<file path="config.mk">
export PLATFORM = sky130hd
export DESIGN_NAME = avalon_ddr_arbiter_2to1
export DESIGN_NICKNAME = d
export VERILOG_FILES = /design/src/rtl/avalon_ddr_arbiter_2to1.sv
export SDC_FILE = /design/constraint.sdc
export NUM_CORES = 1
export LEC_CHECK = 0
export ABC_AREA = 1
export BUFFER_PORTS_ARGS = -buffer_cell sky130_fd_sc_hd__buf_2
export CAP_MARGIN = 20
export CORE_AREA = 4 4 646 648
export DETAILED_ROUTE_END_ITERATION = 12
export DIE_AREA = 0 0 650 652
export SLEW_MARGIN = 20
export SYNTH_ARGS = -nofsm -noshare
export SYNTH_HDL_FRONTEND = slang
export SYNTH_SLANG_ARGS = --single-unit
</file>
<file path="constraint.sdc">
create_clock -name clk_i -period 5.02 [get_ports clk_i]
set_input_delay 1.506 -clock clk_i [delete_from_list [all_inputs] [get_ports clk_i]]
set_output_delay 1.506 -clock clk_i [all_outputs]
set_load 0.02 [all_outputs]
</file>
<file path="src/rtl/avalon_ddr_arbiter_2to1.sv">
// Two-requester round-robin arbiter onto a single Avalon-MM master path (DDR side).
//
// Commands pass through combinationally from the granted requester. A stalled command
// locks the grant so address/data stay stable until accepted. Each accepted read pushes
// the requester id into an owner FIFO, and every readdatavalid beat pops it to route the
// beat back to the requester that issued the read.
//
// Ports:
//   clk_i, rst_ni             clock, asynchronous active-low reset
//   rN_address_i/read_i/write_i/writedata_i   requester N command inputs
//   rN_waitrequest_o          requester N command stall
//   rN_readdata_o             broadcast of avm_readdata_i
//   rN_readdatavalid_o        read beat belongs to requester N
//   avm_*                     downstream Avalon-MM master signals
//   pend_count_o              reads outstanding
//   err_rdv_o                 sticky: readdatavalid seen with no read pending
module avalon_ddr_arbiter_2to1 #(
    parameter int unsigned ADDR_W   = 32,
    parameter int unsigned DATA_W   = 256,
    parameter int unsigned MAX_PEND = 8
) (
    input  logic                      clk_i,
    input  logic                      rst_ni,

    input  logic [ADDR_W-1:0]         r0_address_i,
    input  logic                      r0_read_i,
    input  logic                      r0_write_i,
    input  logic [DATA_W-1:0]         r0_writedata_i,
    output logic                      r0_waitrequest_o,
    output logic [DATA_W-1:0]         r0_readdata_o,
    output logic                      r0_readdatavalid_o,

    input  logic [ADDR_W-1:0]         r1_address_i,
    input  logic                      r1_read_i,
    input  logic                      r1_write_i,
    input  logic [DATA_W-1:0]         r1_writedata_i,
    output logic                      r1_waitrequest_o,
    output logic [DATA_W-1:0]         r1_readdata_o,
    output logic                      r1_readdatavalid_o,

    output logic [ADDR_W-1:0]         avm_address_o,
    output logic                      avm_read_o,
    output logic                      avm_write_o,
    output logic [DATA_W-1:0]         avm_writedata_o,
    input  logic                      avm_waitrequest_i,
    input  logic [DATA_W-1:0]         avm_readdata_i,
    input  logic                      avm_readdatavalid_i,

    output logic [$clog2(MAX_PEND):0] pend_count_o,
    output logic                      err_rdv_o
);

    localparam int unsigned PtrW = $clog2(MAX_PEND);
    localparam int unsigned CntW = PtrW + 1;
    localparam logic [CntW-1:0] FullCount = CntW'(MAX_PEND);
    localparam logic [CntW-1:0] CntOne    = CntW'(1);
    localparam logic [PtrW-1:0] PtrOne    = PtrW'(1);

    // Arbitration state
    logic lock_q, lock_d;
    logic lock_id_q, lock_id_d;
    logic last_q, last_d;

    // Owner FIFO
    logic [MAX_PEND-1:0] owner_q, owner_d;
    logic [PtrW-1:0]     wr_ptr_q, wr_ptr_d;
    logic [PtrW-1:0]     rd_ptr_q, rd_ptr_d;
    logic [CntW-1:0]     count_q, count_d;
    logic                err_q, err_d;

    logic full, empty;
    logic wr0, wr1, rd0, rd1, req0, req1;
    logic gnt_valid, gnt_id, gnt_wr, gnt_rd;
    logic push, rdv_hit, head_id;

    assign full  = (count_q == FullCount);
    assign empty = (count_q == '0);

    // Write wins when a requester asserts both; a read is no request while the FIFO is full.
    assign wr0  = r0_write_i;
    assign wr1  = r1_write_i;
    assign rd0  = r0_read_i & ~r0_write_i;
    assign rd1  = r1_read_i & ~r1_write_i;
    assign req0 = wr0 | (rd0 & ~full);
    assign req1 = wr1 | (rd1 & ~full);

    always_comb begin
        gnt_valid = 1'b0;
        gnt_id    = 1'b0;
        if (lock_q) begin
            gnt_valid = 1'b1;
            gnt_id    = lock_id_q;
        end else if (req0 && req1) begin
            gnt_valid = 1'b1;
            gnt_id    = ~last_q;
        end else if (req0) begin
            gnt_valid = 1'b1;
            gnt_id    = 1'b0;
        end else if (req1) begin
            gnt_valid = 1'b1;
            gnt_id    = 1'b1;
        end
    end

    assign gnt_wr = gnt_id ? wr1 : wr0;
    assign gnt_rd = gnt_id ? rd1 : rd0;

    // Zero-latency command path. A locked read is dropped from the bus while the FIFO is full.
    assign avm_address_o   = gnt_id ? r1_address_i : r0_address_i;
    assign avm_writedata_o = gnt_id ? r1_writedata_i : r0_writedata_i;
    assign avm_write_o     = rst_ni & gnt_valid & gnt_wr;
    assign avm_read_o      = rst_ni & gnt_valid & gnt_rd & ~full;

    assign r0_waitrequest_o = ~(rst_ni & gnt_valid & ~gnt_id & ~(gnt_rd & full))
                              | avm_waitrequest_i;
    assign r1_waitrequest_o = ~(rst_ni & gnt_valid & gnt_id & ~(gnt_rd & full))
                              | avm_waitrequest_i;

    assign push = avm_read_o & ~avm_waitrequest_i;

    // A beat coinciding with a push into an empty FIFO belongs to the read being pushed.
    assign rdv_hit = avm_readdatavalid_i & (~empty | push);
    assign head_id = empty ? gnt_id : owner_q[rd_ptr_q];

    assign r0_readdata_o      = avm_readdata_i;
    assign r1_readdata_o      = avm_readdata_i;
    assign r0_readdatavalid_o = rst_ni & rdv_hit & ~head_id;
    assign r1_readdatavalid_o = rst_ni & rdv_hit & head_id;

    assign pend_count_o = count_q;
    assign err_rdv_o    = err_q;

    always_comb begin
        lock_d    = lock_q;
        lock_id_d = lock_id_q;
        last_d    = last_q;
        if ((avm_read_o || avm_write_o) && !avm_waitrequest_i) begin
            last_d = gnt_id;
            lock_d = 1'b0;
        end else if (avm_read_o || avm_write_o) begin
            lock_d    = 1'b1;
            lock_id_d = gnt_id;
        end
    end

    always_comb begin
        owner_d  = owner_q;
        wr_ptr_d = wr_ptr_q;
        rd_ptr_d = rd_ptr_q;
        count_d  = count_q;
        if (push) begin
            owner_d[wr_ptr_q] = gnt_id;
            wr_ptr_d          = wr_ptr_q + PtrOne;
        end
        if (rdv_hit) begin
            rd_ptr_d = rd_ptr_q + PtrOne;
        end
        unique case ({push, rdv_hit})
            2'b10:   count_d = count_q + CntOne;
            2'b01:   count_d = count_q - CntOne;
            default: count_d = count_q;
        endcase
        err_d = err_q | (avm_readdatavalid_i & ~rdv_hit);
    end

    always_ff @(posedge clk_i or negedge rst_ni) begin
        if (!rst_ni) begin
            lock_q    <= 1'b0;
            lock_id_q <= 1'b0;
            last_q    <= 1'b1;
            owner_q   <= '0;
            wr_ptr_q  <= '0;
            rd_ptr_q  <= '0;
            count_q   <= '0;
            err_q     <= 1'b0;
        end else begin
            lock_q    <= lock_d;
            lock_id_q <= lock_id_d;
            last_q    <= last_d;
            owner_q   <= owner_d;
            wr_ptr_q  <= wr_ptr_d;
            rd_ptr_q  <= rd_ptr_d;
            count_q   <= count_d;
            err_q     <= err_d;
        end
    end

endmodule

</file>
* Word level (Yosys, flattened, before mapping)
Cells that the tools add are included.
Storage, ports and cells: register bits 22, bits of input ports 840, output and inout port bits 811, logic and storage cells 85
Cells by class: $add $sub $neg 4, $lt $le $gt $ge 3, eq/ne operators 3, multiplexer cells 20, bitwise gates (word level) 38, reduce and logical (&&, ||, !) cells 9
Operators by type and width (number):
- 256-bit two-way mux | 1
- 32-bit two-way mux | 1
- 1-bit AND | 19
- 1-bit two-way mux | 14
- 1-bit NOT | 13
- 8-bit bitwise mux | 1
- 3-bit by 4-bit < comparator with 1-bit output (second input constant) | 2
- 4-bit one-hot mux with 2 select lines | 1
- 3-bit by 1-bit adder with 3-bit output (second input constant) | 2
- 1-bit bitwise OR | 6
- 4-bit by 1-bit adder with 4-bit output (second input constant) | 1
- 4-bit equality test (second input constant) | 1
- 4-bit zero test | 1
- 2-bit nonzero test | 2
- 4-bit by 1-bit subtractor with 4-bit output (second input constant) | 1
- 1-bit binary-select mux with 3-bit select | 1
- 1-bit demux with 3-bit select | 1
- 3-bit by 1-bit >= comparator with 1-bit output (second input constant) | 1
- 1-bit logical AND | 3
- 2-bit by 1-bit equality test with 1-bit output (second input constant) | 1
- 2-bit equality test (second input constant) | 1
- 2-bit AND reduction | 1
- 1-bit zero test | 1
- 1-bit logical OR | 1

* Longest topological paths before layout
Gate-level depths: netlist of run 1.
depth in word-level cells 17, mapped depth 23, depth with buffers taken out 23

* Worst setup path before layout of run 1
Ideal clock, no wire load.
kind input to output, start in r1_read_i, end out r0_readdatavalid_o, arrival time 2611 ps, required time 3514 ps, setup slack 903 ps, stages on the path 10, path buffers 0, path through nand2_1 > a21oi_1 > nand2_1 > nand2_4 > nand2_1 > nand2_2 > nand3_4 > nand2_2 > nand3_1 > nor2_1
Between the ends: longest elaborated chain between the ends 15, elaborated cells between the ends (all ways) 22, classes of those cells 9 x mux; 12 x bitwise; 1 x reduce/logical
Ends and longest elaborated chain:
- start, declared | line 34 | input logic r1_read_i,
- 1-bit AND * | line 83 | assign rd1 = r1_read_i & ~r1_write_i;
- 1-bit AND | line 85 | assign req1 = wr1 | (rd1 & ~full);
- 1-bit bitwise OR | line 85
- 1-bit two-way mux | line 99 | end else if (req1) begin
- 1-bit two-way mux | line 96 | end else if (req0) begin
- 1-bit two-way mux | line 93 | end else if (req0 && req1) begin
- 1-bit two-way mux | line 90 | if (lock_q) begin
- 1-bit AND or 1-bit two-way mux (tied branches) | line 112, 106
- 1-bit AND (2 in series) | line 112 | assign avm_read_o = rst_ni & gnt_valid & gnt_rd & ~full;
- 1-bit AND | line 119 | assign push = avm_read_o & ~avm_waitrequest_i;
- 1-bit bitwise OR | line 122 | assign rdv_hit = avm_readdatavalid_i & (~empty | push);
- 1-bit AND | line 122
- 1-bit AND | line 127 | assign r0_readdatavalid_o = rst_ni & rdv_hit & ~head_id;
- 1-bit AND * | line 127
- end, declared | line 31 | output logic r0_readdatavalid_o,
Every way passes the cells marked *; elsewhere a longest branch is shown, timed or not.

* Worst setup path after layout of run 1
start in r0_read_i, end out avm_writedata_o[164]
Between the ends: longest elaborated chain between the ends 7, elaborated cells between the ends (all ways) 8, classes of those cells 4 x mux; 3 x bitwise; 1 x reduce/logical
Ends and longest elaborated chain:
- start, declared | line 26 | input logic r0_read_i,
- 1-bit AND * | line 82 | assign rd0 = r0_read_i & ~r0_write_i;
- 1-bit AND * | line 84 | assign req0 = wr0 | (rd0 & ~full);
- 1-bit bitwise OR * | line 84
- 1-bit two-way mux or 1-bit logical AND (tied branches) | line 96, 93
- 1-bit two-way mux * | line 93
- 1-bit two-way mux * | line 90
- 256-bit two-way mux * | line 110 | assign avm_writedata_o = gnt_id ? r1_writedata_i : r0_writedata_i;
- end, declared | line 44 | output logic [DATA_W-1:0] avm_writedata_o,
Marks and branches as above.

==> results of run 1 <==
## timing repair
item	CTS	global route
setup endpoints to repair	47	36
resized for setup	82	5
buffers inserted	0	0
## flip-flops by register name, summed over array words and instances (netlist names)
register      cells
owner_q           8
pend_count_o      4
rd_ptr_q          3
wr_ptr_q          3
err_rdv_o         1
last_q            1
lock_id_q         1
lock_q            1
## placed cells by master (no fill, tap or decap), drive strengths merged
master	instances
nand2	923
buf	923
diode	167
inv	29
dfrtp	21
nand3	19
nor2	19
o21ai	15
ha	5
a21oi	3
clkbuf	3
nand4	2
o211ai	2
xnor2	2
xor2	2
o32ai	1
mux2i	1
o221ai	1
o21bai	1
o31ai	1
o21a	1
bufinv	1
dfstp	1
## final timing paths
check,from,to,slack [ns],depth (start not counted)
max,r0_read_i,avm_writedata_o[164],-0.16,12
min,last_q,last_q,0.47,2
max reg2reg,pend_count_o[1],pend_count_o[2],1.68,22
min reg2reg,last_q,last_q,0.47,2
max in group asynchronous,rst_ni,last_q,3.47,2
min in group asynchronous,rst_ni,lock_id_q,1.26,2
## stage by stage
| stage | cell area [sq um] | hold WS, ns | util | instances |
|---|---|---|---|---|
| floorplan | 8830 | 0.442 | - | 1627 |
| global placement | 18900 | 0.450 | 0.0458 | 7446 |
| detailed placement | 18900 | 0.461 | 0.0458 | 7446 |
| CTS | 19300 | 0.472 | 0.0468 | 7450 |
| global route | 19400 | 0.509 | 0.0472 | 7509 |
| finish | 19700 | 0.470 | 0.0479 | 7617 |
## tightest hold or removal path: stages (launching register included)
cell     delay, ns
dfstp_2       0.37
nand2_1       0.05
nand2_1       0.04
## power by group
part	internal (mW)	leakage [nW]	total (mW)	switching (mW)
logic	4.22	7.86	13.4	9.18
registers	0.260	0.273	0.349	0.0890
clock network	0.159	0.0522	0.240	0.0805
total	4.64	8.19	14.0	9.35
## cells by family after synthesis
| logic type | after synthesis | share of synthesized area |
|---|---|---|
| flip-flops | 22 | 0.0625 |
| AO/OA/AOI/OAI | 25 | 0.0164 |
| adder cells (fa/ha/maj) | 5 | 0.00709 |
| buffers and inverters | 607 | 0.492 |
| XOR/XNOR | 4 | 0.00397 |
| multiplexers | 1 | 0.00113 |
| AND/OR/NAND/NOR | 963 | 0.417 |
## final cells by class
type                    instances  area, sq um  share of cell area
flip-flops and latches         22          552              0.0280
inverters                      29          116             0.00590
clock buffers                   3         75.1             0.00381
clock inverters                 1         30.0             0.00152
well taps                    5474         6850               0.347
multi-input cells             998         4260               0.216
diodes                        167          418              0.0212
repair buffers                923         7420               0.376
## per-layer routing
layer / global-route usage / share of wire
met1: 0.130 / 0.23
met2: 0.313 / 0.44
met3: 0.282 / 0.30
met4: 0.0296 / 0.022
met5: 0.0263 / 0.0068
==> results.py, run 1 <==
metrics = {
    "clocking": {
        "cts_hold_buf": 0,
        "clk_pin_slew_ns": 0.07,
        "cts_tree": "built",
        "clockRootBuffer": "clkbuf_16",
        "cts_buffers": 3,
        "cts_sinks": 22,
        "cts_buffer_depth": 2,
        "worstSkewPairLatency_ns": 0.27,
        "cts_max_level": 1,
    },
    "critical_path": {
        "required_ns": 3.51,
        "crit_type": "in -> out",
        "path_delay_family": "simple AND/OR/NAND/NOR gates",
        "arrival_ns": 3.67,
        "end_kind": "primary output",
        "startpoint_type": "input pin",
        "cp_common_cell": "nand2_1",
        "cpMaxStageDelayCell": "nand2_1",
        "cp_num_buf_inv": 5,
        "slowest_delay_ns": 0.42,
        "path_cells": "buf_2, nand2_1, nand2_1, nand2_1, nand2_1, nand2_8, inv_8, buf_12, buf_4, nand2_1, nand2_1, buf_12",
        "crit_fanout": 11,
    },
    "sta": {
        "worst_slew_pin_slew_ns": 0.742,
        "worst_slack_ns": -0.159,
        "finalCriticalPeriod_ns": 5.18,
        "drv_slew": 0,
        "skew_ns": 0.00386,
        "fin_crit_sh": 1.03,
        "rsz0062_at_grt": "true",
        "max_slew_margin": 0.504,
        "hold_viol_final": 0,
        "setup_viol": 4,
        "timing.setup.tns_ns": -0.238,
        "fmax_mhz": 193,
    },
    "hold_path": {
        "hold_class": "reg -> reg",
    },
    "synthesis": {
        "yosys_warnings": 0,
        "synth.most_common_cell": "nand2_1",
        "synth_edf_count": 0,
        "yosys.cell_types.count": 28,
        "yosys-top-cells-count": "nand2_1, buf_4, buf_2",
        "synth-seq-area-share": 0.0625,
        "syn-num-nets": 2472,
        "avgSynthCellArea_sq_um": 5.43,
        "ys_async_sr_fraction": 1.00,
        "synth.area.top_cells": "buf_4, nand2_1, dfrtp_1, buf_2, inv_1",
        "synth_ff_type": "dfrtp_1",
        "yosys.area.top_type_share": 0.446,
        "synth_area_sq_um": 8830,
        "synth_cells": 1627,
        "synth-seq-cells": 22,
        "synth_top_cell_by_area": "buf_4",
    },
    "global_routing": {
        "grt_overflow": 0,
        "first_global_vias": 12285,
        "grt_max_degree": 93,
        "antenna_found_initial": 454,
        "grt.total_usage": 0.197,
        "grt_pass1_wl_um": 464000,
    },
    "place": {
        "gp_congestion": 0.930,
        "dp_slack_ns": -0.385,
        "port-buffer-count": 882,
        "dp_hpwl_um": 425000,
    },
    "cells_and_area": {
        "nets": 2822,
        "area_growth_pct": 123,
        "fill_cells": 49068,
        "layout-drive-gt1-share": 0.496,
    },
    "routing": {
        "finalWirelength_um": 435000,
        "detail_route.wl_per_cell_um": 57.1,
        "detail-route-antenna-nets": 0,
        "via_per_inst": 1.94,
        "drc": 0,
        "dr.first_iter.drc_count": 1209,
        "dr.pass1.iters": 5,
        "vias": 14803,
    },
    "floorplan": {
        "die_width_um": 650,
        "dieArea_sq_um": 424000,
        "rows": 236,
        "coreArea_sq_um": 412000,
        "initial_utilization": 0.0214,
        "die_y_um": 652,
        "num_io_pins": 1651,
    },
    "pwr": {
        "vdd_drop_max_mv": 0.375,
        "finalPower_mw": 14.0,
        "p_leak_nw": 8.19,
        "cellPowerDensity_nw_per_um2": 709,
    },
    "job": {
        "max_cap_viol_count": 0,
    },
    "outcome": {
        "status": "complete, but fails checks",
        "violations": "negative setup slack",
    },
}
No activity file was read; power rests on OpenSTA's default activity.
==> run 2, diff against run 1 <==
--- a/config.mk
+++ b/config.mk
@@ -8,9 +8,9 @@
 export ABC_AREA = 1
 export BUFFER_PORTS_ARGS = -buffer_cell sky130_fd_sc_hd__buf_2
 export CAP_MARGIN = 20
-export CORE_AREA = 4 4 646 648
+export CORE_AREA = 4 4 650 652
 export DETAILED_ROUTE_END_ITERATION = 12
-export DIE_AREA = 0 0 650 652
+export DIE_AREA = 0 0 654 656
 export SLEW_MARGIN = 20
 export SYNTH_ARGS = -nofsm -noshare
 export SYNTH_HDL_FRONTEND = slang
==> constraint.sdc (replaced) <==
create_clock -name clk_i -period 5.2 [get_ports clk_i]
set_input_delay 1.56 -clock clk_i [delete_from_list [all_inputs] [get_ports clk_i]]
set_output_delay 1.56 -clock clk_i [all_outputs]
set_load 0.02 [all_outputs]
==> run 2 against run 1 <==
Net effect:
- the flow still finishes with violations (negative setup slack)
- core utilization decreased by 0.11 points
- non-clock buffer count is 6 higher
- die area is 1.2% higher
- clock power decreased by 6%
- clock-buffer cell count did not move
- flip-flop and latch count did not move
- global-route usage shrank 0.97 points
- critical endpoint is now avm_writedata_o[139]
- largest cell class unchanged
- largest power group unchanged
==> results.py, run 2 (same netlist as run 1, synthesis figures left out) <==
metrics = {
    "routing": {
        "vias": 14670,
        "via_per_inst": 1.91,
        "finalWirelength_um": 420000,
        "detail-route-antenna-nets": 0,
        "dr.first_iter.drc_count": 1303,
        "drc": 0,
        "detail_route.wl_per_cell_um": 54.7,
        "dr.pass1.iters": 5,
    },
    "sta": {
        "worst_slew_pin_slew_ns": 0.601,
        "finalCriticalPeriod_ns": 5.25,
        "drv_slew": 0,
        "fin_crit_sh": 1.01,
        "worst_slack_ns": -0.0505,
        "setup_viol": 2,
        "skew_ns": 0.00232,
        "fmax_mhz": 190,
        "rsz0062_at_grt": "true",
        "timing.setup.tns_ns": -0.0601,
        "max_slew_margin": 0.598,
        "hold_viol_final": 0,
    },
    "cells_and_area": {
        "largest-register": "owner_q",
        "area_growth_pct": 120,
        "final_cell_area_sq_um": 19500,
        "nets": 2828,
        "layout_common_cells": "nand2_1, buf_2, buf_12",
        "fill_cells": 49756,
        "layout-drive-gt1-share": 0.492,
        "largest_register_ffs": 8,
        "layout_commonest_cell": "nand2_1",
    },
    "global_routing": {
        "grt_max_degree": 67,
        "grt.busiest_layer": "met2",
        "first_global_vias": 11834,
        "globalRouteMet1Util": 0.129,
        "antenna_found_initial": 418,
        "grt_pass1_wl_um": 447000,
        "grt.total_usage": 0.188,
        "grt_overflow": 0,
        "use_met2": 0.294,
        "grt_use_met3": 0.264,
    },
    "clocking": {
        "cts_tree": "built",
        "cts_max_level": 1,
        "cts_sinks": 22,
        "cts_setup_buffers": 0,
        "worstSkewPairLatency_ns": 0.26,
        "clk_pin_slew_ns": 0.07,
        "clockRootBuffer": "clkbuf_16",
        "cts_hold_buf": 0,
        "cts_buffers": 3,
        "cts_buffer_depth": 2,
        "cts.repair.resized": 47,
    },
    "critical_path": {
        "startpoint_type": "input pin",
        "arrival_ns": 3.69,
        "required_ns": 3.64,
        "regToRegSetupSlack_ns": 1.64,
        "end_kind": "primary output",
        "crit_fanout": 17,
        "path_delay_family": "simple AND/OR/NAND/NOR gates",
        "cp_common_cell": "nand2_1",
        "crit_type": "in -> out",
        "cpMaxStageDelayCell": "nand2_2",
        "path_cells": "buf_2, nand2_1, nand2_1, nand2_1, nand2_1, nand2_8, inv_8, buf_12, buf_12, nand2_2, nand2_1, buf_12",
        "slowest_delay_ns": 0.27,
        "cp_num_buf_inv": 5,
    },
    "place": {
        "port-buffer-count": 882,
        "post_dp_cell_area_sq_um": 18700,
        "gp_congestion": 1.01,
        "dp_hpwl_um": 409000,
        "dp_slack_ns": -0.553,
    },
    "pwr": {
        "pwr-share-seq": 0.026,
        "swShare": 0.667,
        "clock_power_share": 0.017,
        "power.switching_mw": 8.58,
        "cellPowerDensity_nw_per_um2": 661,
        "power.share.combinational": 0.956,
        "p_int_mw": 4.28,
        "vdd_drop_max_mv": 0.284,
        "p_leak_nw": 8.04,
    },
    "floorplan": {
        "initial_utilization": 0.0212,
        "coreArea_sq_um": 416000,
        "num_io_pins": 1651,
        "die_width_um": 654,
        "die_y_um": 656,
        "rows": 237,
        "dieArea_sq_um": 429000,
    },
    "outcome": {
        "violations": "negative setup slack",
        "status": "complete, but fails checks",
    },
    "hold_path": {
        "hold_class": "reg -> reg",
    },
    "job": {
        "max_cap_viol_count": 0,
    },
}
==> run 2: cell count changes in the layout (fill, tap and decap cells not counted), moves of 2 or more <==
cell and delta:
buf_2 +23, nand2_4 -18, diode_2 +26, buf_12 -18, nor2_1 -2, nand2_1 +13, nor2_2 +2, nand2_2 +5
==> run 2: worst reg2reg max path: stages, from the launching register on <==
cell and delay [ns]:
dfrtp_1 0.46, nor2_2 0.17, nand2_2 0.15, nand2_1 0.10, nand2_1 0.18, nand2_1 0.12
nand2_1 0.14, nand2_8 0.14, buf_12 0.22, nand2_1 0.10, nand2_2 0.10, nand3_4 0.12
nand2_2 0.10, buf_4 0.13, nand2_1 0.09, inv_1 0.10, ha_1 0.21, nor2_1 0.05
nor2_1 0.16, ha_1 0.18, a21oi_1 0.05, a21oi_1 0.15, o21ai_0 0.10, o21a_1 0.12
==> run 2: worst paths after layout <==
path                            startpoint              endpoint  cells after the start
setup / recovery                 r0_read_i  avm_writedata_o[139]                     12
hold / removal                   lock_id_q             lock_id_q                      2
setup reg to reg           pend_count_o[1]       pend_count_o[2]                     23
hold reg to reg                  lock_id_q             lock_id_q                      2
max in group asynchronous           rst_ni                last_q                      2
min in group asynchronous           rst_ni             lock_id_q                      2
==> run 2: final cells by class <==
class	instances	area (sq um)	share of cell area
diodes	193	483	0.0248
clock buffers	3	75.1	0.00386
clock inverters	1	30.0	0.00154
inverters	29	116	0.00598
multi-input cells	998	4140	0.213
flip-flops and latches	22	552	0.0284
well taps	5497	6880	0.353
repair buffers	929	7180	0.369
==> run 2: routing by layer <==
metal  routed length, um  up-vias
li1                    -     5292
met1               99900     5828
met2              182000     2496
met3              125000      805
met4                9850      249
met5                3220        -
==> run 2: stage by stage <==
stage	std cells	total power [mW]	hold WS, ns	utilization
floorplan	1627	4.61	0.442	-
global placement	7475	13.1	0.455	0.0448
detailed placement	7475	13.1	0.461	0.0448
CTS	7479	13.5	0.478	0.0455
global route	7581	13.6	0.489	0.0462
finish	7672	12.9	0.478	0.0467
==> run 2: power by group through the flow <==
stage | logic (mW) | registers [mW] | clock network [mW]
floorplan | 4.28 | 0.338 | 0
global placement | 12.7 | 0.332 | 0
detailed placement | 12.8 | 0.334 | 0
CTS | 12.9 | 0.334 | 0.231
global route | 13.0 | 0.347 | 0.239
finish | 12.3 | 0.338 | 0.225
